File: src/rtl/otter_mmio_timer.sv
`default_nettype none
// ============================================================================
// Module      : otter_mmio_timer
// Description : OTTER data-port MMIO responder: switches, LEDs and a
//               prescaled 32-bit compare-match timer with level interrupt.
// Revision    : 1.0
// ============================================================================
module otter_mmio_timer #(
    parameter logic [31:0] BASE_ADDR = 32'h1100_0000,
    parameter int          SW_WIDTH  = 16,
    parameter int          LED_WIDTH = 16
) (
    input  logic                 CLK,
    input  logic                 RST_N,
    input  logic [31:0]          IO_ADDR,
    input  logic [31:0]          IO_DIN,
    input  logic                 IO_WRITE,
    input  logic                 IO_READ,
    input  logic [1:0]           IO_SIZE,
    output logic [31:0]          IO_DOUT,
    output logic                 IO_ERR,
    input  logic [SW_WIDTH-1:0]  IO_SW,
    output logic [LED_WIDTH-1:0] IO_LEDS,
    output logic                 IO_IRQ
);

    localparam logic [7:0] C_OFF_SW    = 8'h00;
    localparam logic [7:0] C_OFF_LEDS  = 8'h04;
    localparam logic [7:0] C_OFF_COUNT = 8'h08;
    localparam logic [7:0] C_OFF_CMP   = 8'h0C;
    localparam logic [7:0] C_OFF_CTRL  = 8'h10;
    localparam logic [7:0] C_OFF_PRESC = 8'h14;
    localparam logic [1:0] C_SIZE_WORD = 2'd2;

    logic [SW_WIDTH-1:0]  sw_meta_q, sw_sync_q;
    logic [LED_WIDTH-1:0] leds_q, leds_d;
    logic [31:0]          count_q, count_d;
    logic [31:0]          cmp_q, cmp_d;
    logic                 en_q, en_d;
    logic                 reload_q, reload_d;
    logic                 match_q, match_d;
    logic                 ie_q, ie_d;
    logic [15:0]          presc_q, presc_d;
    logic [15:0]          pcnt_q, pcnt_d;
    logic [31:0]          dout_q, dout_d;
    logic                 err_q, err_d;

    logic        w_hit;
    logic [7:0]  w_off;
    logic        w_mapped;
    logic        w_err;
    logic        w_wr_ok;
    logic        w_rd_ok;
    logic        w_tick;
    logic        w_eq;
    logic [31:0] w_rdata;

    assign w_hit = (IO_ADDR[31:8] == BASE_ADDR[31:8]);
    assign w_off = IO_ADDR[7:0];

    always_comb begin
        w_mapped = 1'b0;
        case (w_off)
            C_OFF_SW, C_OFF_LEDS, C_OFF_COUNT,
            C_OFF_CMP, C_OFF_CTRL, C_OFF_PRESC: w_mapped = 1'b1;
            default:                            w_mapped = 1'b0;
        endcase
    end

    assign w_err   = w_hit && (IO_READ || IO_WRITE) &&
                     ((IO_SIZE != C_SIZE_WORD) || (IO_ADDR[1:0] != 2'b00) || !w_mapped);
    assign w_wr_ok = w_hit && IO_WRITE && !w_err;
    assign w_rd_ok = w_hit && IO_READ && !w_err;

    assign w_tick = en_q && (pcnt_q == presc_q);
    assign w_eq   = (count_q == cmp_q);

    // Read mux sees pre-write register values, so same-cycle read/write returns old data.
    always_comb begin
        w_rdata = 32'h0;
        case (w_off)
            C_OFF_SW:    w_rdata = 32'(sw_sync_q);
            C_OFF_LEDS:  w_rdata = 32'(leds_q);
            C_OFF_COUNT: w_rdata = count_q;
            C_OFF_CMP:   w_rdata = cmp_q;
            C_OFF_CTRL:  w_rdata = {28'h0, ie_q, match_q, reload_q, en_q};
            C_OFF_PRESC: w_rdata = {16'h0, presc_q};
            default:     w_rdata = 32'h0;
        endcase
    end

    always_comb begin
        leds_d   = leds_q;
        cmp_d    = cmp_q;
        en_d     = en_q;
        reload_d = reload_q;
        ie_d     = ie_q;
        presc_d  = presc_q;
        count_d  = count_q;
        match_d  = match_q;
        pcnt_d   = pcnt_q;

        if (!en_q || (w_wr_ok && (w_off == C_OFF_PRESC))) begin
            pcnt_d = 16'h0;
        end else if (w_tick) begin
            pcnt_d = 16'h0;
        end else begin
            pcnt_d = pcnt_q + 16'd1;
        end

        if (w_tick) begin
            count_d = (w_eq && reload_q) ? 32'h0 : count_q + 32'd1;
        end

        if (w_wr_ok) begin
            case (w_off)
                C_OFF_LEDS:  leds_d  = IO_DIN[LED_WIDTH-1:0];
                C_OFF_COUNT: count_d = IO_DIN;
                C_OFF_CMP:   cmp_d   = IO_DIN;
                C_OFF_CTRL: begin
                    en_d     = IO_DIN[0];
                    reload_d = IO_DIN[1];
                    ie_d     = IO_DIN[3];
                    if (IO_DIN[2]) begin
                        match_d = 1'b0;
                    end
                end
                C_OFF_PRESC: presc_d = IO_DIN[15:0];
                default: ;
            endcase
        end

        // A hardware match set overrides a simultaneous write-1-to-clear.
        if (w_tick && w_eq) begin
            match_d = 1'b1;
        end
    end

    always_comb begin
        dout_d = w_rd_ok ? w_rdata : 32'h0;
        err_d  = w_err;
    end

    always_ff @(posedge CLK or negedge RST_N) begin
        if (!RST_N) begin
            sw_meta_q <= '0;
            sw_sync_q <= '0;
            leds_q    <= '0;
            count_q   <= 32'h0;
            cmp_q     <= 32'h0;
            en_q      <= 1'b0;
            reload_q  <= 1'b0;
            match_q   <= 1'b0;
            ie_q      <= 1'b0;
            presc_q   <= 16'h0;
            pcnt_q    <= 16'h0;
            dout_q    <= 32'h0;
            err_q     <= 1'b0;
        end else begin
            sw_meta_q <= IO_SW;
            sw_sync_q <= sw_meta_q;
            leds_q    <= leds_d;
            count_q   <= count_d;
            cmp_q     <= cmp_d;
            en_q      <= en_d;
            reload_q  <= reload_d;
            match_q   <= match_d;
            ie_q      <= ie_d;
            presc_q   <= presc_d;
            pcnt_q    <= pcnt_d;
            dout_q    <= dout_d;
            err_q     <= err_d;
        end
    end

    assign IO_DOUT = dout_q;
    assign IO_ERR  = err_q;
    assign IO_LEDS = leds_q;
    assign IO_IRQ  = match_q && ie_q;

endmodule
`default_nettype wire

File: config.mk
export PLATFORM = sky130hd
export DESIGN_NAME = otter_mmio_timer
export DESIGN_NICKNAME = d
export VERILOG_FILES = /design/src/rtl/otter_mmio_timer.sv
export SDC_FILE = /design/constraint.sdc
export NUM_CORES = 1
export LEC_CHECK = 0
export CORE_MARGIN = 5
export CORE_UTILIZATION = 35
export CTS_CLUSTER_DIAMETER = 150
export DETAILED_ROUTE_END_ITERATION = 6
export DONT_BUFFER_PORTS = 1
export PLACE_DENSITY = 0.61
export SYNTH_ARGS = -nofsm -noshare
export SYNTH_HDL_FRONTEND = slang
export SYNTH_SLANG_ARGS = --single-unit
File: constraint.sdc
create_clock -name CLK -period 2.5 [get_ports CLK]
set_clock_uncertainty 0.2 [all_clocks]
set_input_delay 0.125 -clock CLK [delete_from_list [all_inputs] [get_ports CLK]]
set_output_delay 0.125 -clock CLK [all_outputs]
set_load 0.02 [all_outputs]
==> impl_metrics.py <==
metrics = {
    "min_path": {
        "hold_class": "in2async",
    },
    "clock_tree": {
        "cts_sinks": 181,
        "htree_levels": 4,
        "cts-buffers-inserted": 17,
        "clk_pin_slew_worst_paths_ps": 80,
        "root_buffer": "clkbuf_16",
        "clockBufferDepth": 2,
        "clk_latency_ps": 440,
        "cts-hold-fix-buffers": 55,
        "cts_tree": "yes",
    },
    "sta": {
        "fmax_mhz": 413,
        "tns_ps": 0,
        "slew_viol_final": 0,
        "final-setup-viol-count": 0,
        "hold_violations": 181,
        "slew_headroom_pct": 61.5,
        "finalCritPeriodShare_pct": 96.9,
        "rsz0062_at_grt": "true",
        "setup_ws_ps": 76.4,
        "holdWs_ps": -814,
        "tightest_slew_ps": 572,
        "fin_crit_ps": 2420,
    },
    "placed_design": {
        "dp_hpwl_um": 18400,
        "dpl_cell_area_um2": 9680,
        "port_buffers": 0,
        "dp.cells": 1164,
        "dpl_worst_slack_ps": -28.0,
        "gp_congestion": 0.907,
    },
    "synthesis": {
        "synthTopCellsByCount": "dfrtp_1 (181), nor2_1 (73), mux2_2 (71)",
        "synthesis.instances": 791,
        "synth_warnings": 0,
        "syn_nets": 879,
        "synthesis.area_um2": 8680,
        "synth_edf_count": 0,
        "syn-mean-instance-area_um2": 11.0,
        "synthArstFlopShare_pct": 100,
        "yosysMostFrequentCell": "dfrtp_1",
        "synthTopCellsByArea": "dfrtp_1 (52%), mux2_2 (9.2%), xnor2_1 (5.8%)",
        "synth.top_cell.area_share_pct": 52.2,
        "yosysSeqAreaShare_pct": 52.2,
        "synth-seq-cells": 181,
        "ys_types": 60,
        "synthFlopType": "dfrtp_1",
        "yosys.area.top_type": "dfrtp_1",
    },
    "final_layout": {
        "fin_nets": 1003,
        "finalNonFillerCells": 1252,
        "area_growth_pct": 26.9,
        "nFillCells": 2330,
        "num_antenna_cells": 0,
        "utilization_pct": 45.2,
        "drive_above_1_share_pct": 25.4,
        "multi_input_area_um2": 4020,
        "fin_area_um2": 11000,
        "seqCellArea_um2": 4530,
    },
    "route": {
        "drt_iter0_drc": 591,
        "routed_wl_um": 26000,
        "drt_first_pass_iters": 5,
        "wl_per_cell_um": 20.8,
        "via_per_inst": 5.44,
        "drcViolationCount": 0,
        "ant_nets": 0,
        "vias": 6808,
    },
    "floorplan": {
        "dieArea_um2": 28000,
        "die_h_um": 167,
        "coreArea_um2": 24400,
        "pin_count": 136,
        "rows": 57,
        "start_util_pct": 35.6,
        "dieWidth_um": 167,
    },
    "setup_path": {
        "critPathKind": "reg2reg",
        "max_stage_delay_ps": 430,
        "crit_path_end_kind": "register",
        "worst_ep_required_time_ps": 2610,
        "worstPathMaxFanout": 4,
        "slowest_stage": "dfrtp_1",
        "cp_data_arrival_time_ps": 2540,
        "cpMostUsedCell": "xnor2_1",
        "start_kind": "register",
        "path_cells": "xnor2_1, and4b_1, nand3_1, buf_4, nor4_2, xnor2_1, o21ai_0",
    },
    "global_routing": {
        "grt_usage_pct": 18.6,
        "grt_max_degree": 182,
        "grt_pass1_vias": 6877,
        "overflow": 0,
        "grt_pass1_wl_um": 40700,
        "antenna_found_initial": 1,
    },
    "pwr": {
        "clockPowerShare_pct": 48.1,
        "vdd_drop_max_mv": 0.404,
        "switching_share_pct": 22.8,
        "switchingPower_mw": 1.37,
        "seq_power_share_pct": 49.5,
        "p_per_area_nw_per_um2": 543,
        "p_int_mw": 4.61,
        "p_leak_nw": 4.77,
        "comb_power_share_pct": 2.4,
    },
    "run_status": {
        "violations": "negative hold slack",
        "status": "finished with violations",
    },
    "run": {
        "cap_viol_max_count": 0,
    },
}
[what timing repair did]
action / CTS / global route
gates resized for setup: 5 / 19
setup buffers: 0 / 1
endpoints found under the hold margin: 330 / 181
setup endpoints to repair: 4 / 26
gates cloned: 0 / 0
pin swaps: 0 / 5
[cell families (layout without fill, tap and decap cells)]
| group | Yosys count | count (layout) | synth area share [%] |
|---|---|---|---|
| AO/OA/AOI/OAI | 106 | 106 | 8.84 |
| XOR/XNOR | 75 | 75 | 7.57 |
| adder cells (fa/ha/maj) | 2 | 2 | 0.288 |
| buffers and inverters | 55 | 192 | 2.65 |
| flip-flops | 181 | 181 | 52.2 |
| multiplexers | 91 | 91 | 11.5 |
| AND/OR/NAND/NOR | 281 | 281 | 16.9 |
[per-stage QoR]
step	power [mW]	hold WS, ps
6_report	5.98	-814
5_1_grt	6.18	-842
4_1_cts	6.05	-843
3_5_place_dp	3.05	-361
3_3_place_gp	3.04	-355
2_1_floorplan	3.05	-371
[power by group through the flow]
stage,clock (mW),sequential [mW],combinational (mW)
after floorplan,0,3.01,0.0342
after global routing,3.07,2.96,0.152
after CTS,2.95,2.96,0.142
final,2.87,2.96,0.143
after detailed placement,0,3.02,0.0276
after global placement,0,3.02,0.0274
[area by class of cell]
| type | instances | area share (%) |
|---|---|---|
| multi-input combinational | 555 | 36.5 |
| tap | 324 | 3.68 |
| timing repair buffer | 154 | 12.6 |
| clock inverter | 13 | 1.69 |
| inverter | 6 | 0.204 |
| clock buffer | 19 | 4.11 |
| sequential | 181 | 41.1 |
[critical path, delay by kind of cell (launching register included)]
kind / cells / cell delay [ps]
buf+inv: 1 / 240
simple gates: 3 / 910
xor+xnor: 2 / 430
compound gates: 1 / 100
flops: 1 / 430
[path summary, 6_finish.rpt]
| check | start | endpoint | slack (ps) | cells past startpoint |
|---|---|---|---|---|
| setup / recovery | pcnt_q[9] | count_q[5] | 80 | 7 |
| hold / removal | RST_N | IO_LEDS[4] | -810 | 0 |
| setup reg to reg | pcnt_q[9] | count_q[5] | 80 | 7 |
| hold reg to reg | sw_meta_q[3] | sw_sync_q[3] | 150 | 0 |
| max in group asynchronous | RST_N | cmp_q[8] | 2610 | 0 |
| min in group CLK | IO_ADDR[19] | IO_DOUT[20] | 30 | 6 |
[metal layers]
metal / vias up / track usage, % / wire, um
met1: 3388 / 26.4 / 11800
li1: 3107 / - / -
met3: 36 / 4.60 / 1900
met4: 2 / 5.29 / 459
met2: 275 / 28.4 / 11800
met5: - / 0 / 11
[registers in the layout, indices dropped and copies added, names as in the netlist]
name       cells
sw_meta_q     16
ie_q           1
presc_q       16
reload_q       1
IO_DOUT       32
match_q        1
IO_LEDS       16
IO_ERR         1
pcnt_q        16
sw_sync_q     16
cmp_q         32
count_q       32
en_q           1
[cells in the final DEF, fill, tap and decap left out, drive strengths merged, types with 12 or more instances in the layout]
cell type    Yosys  layout
dfrtp          181     181
a21oi           15      15
clkbuf          36      19
nand2           54      54
buf             13     100
nand3           32      32
nor2            73      73
o21ai           21      21
xor2            18      18
mux2i           20      20
nor4            19      19
xnor2           57      57
mux2            71      71
nor3            21      21
a22oi           12      12
nand4           32      32
dlygate4sd3      0      54
Power figures use the tool's default switching activity.
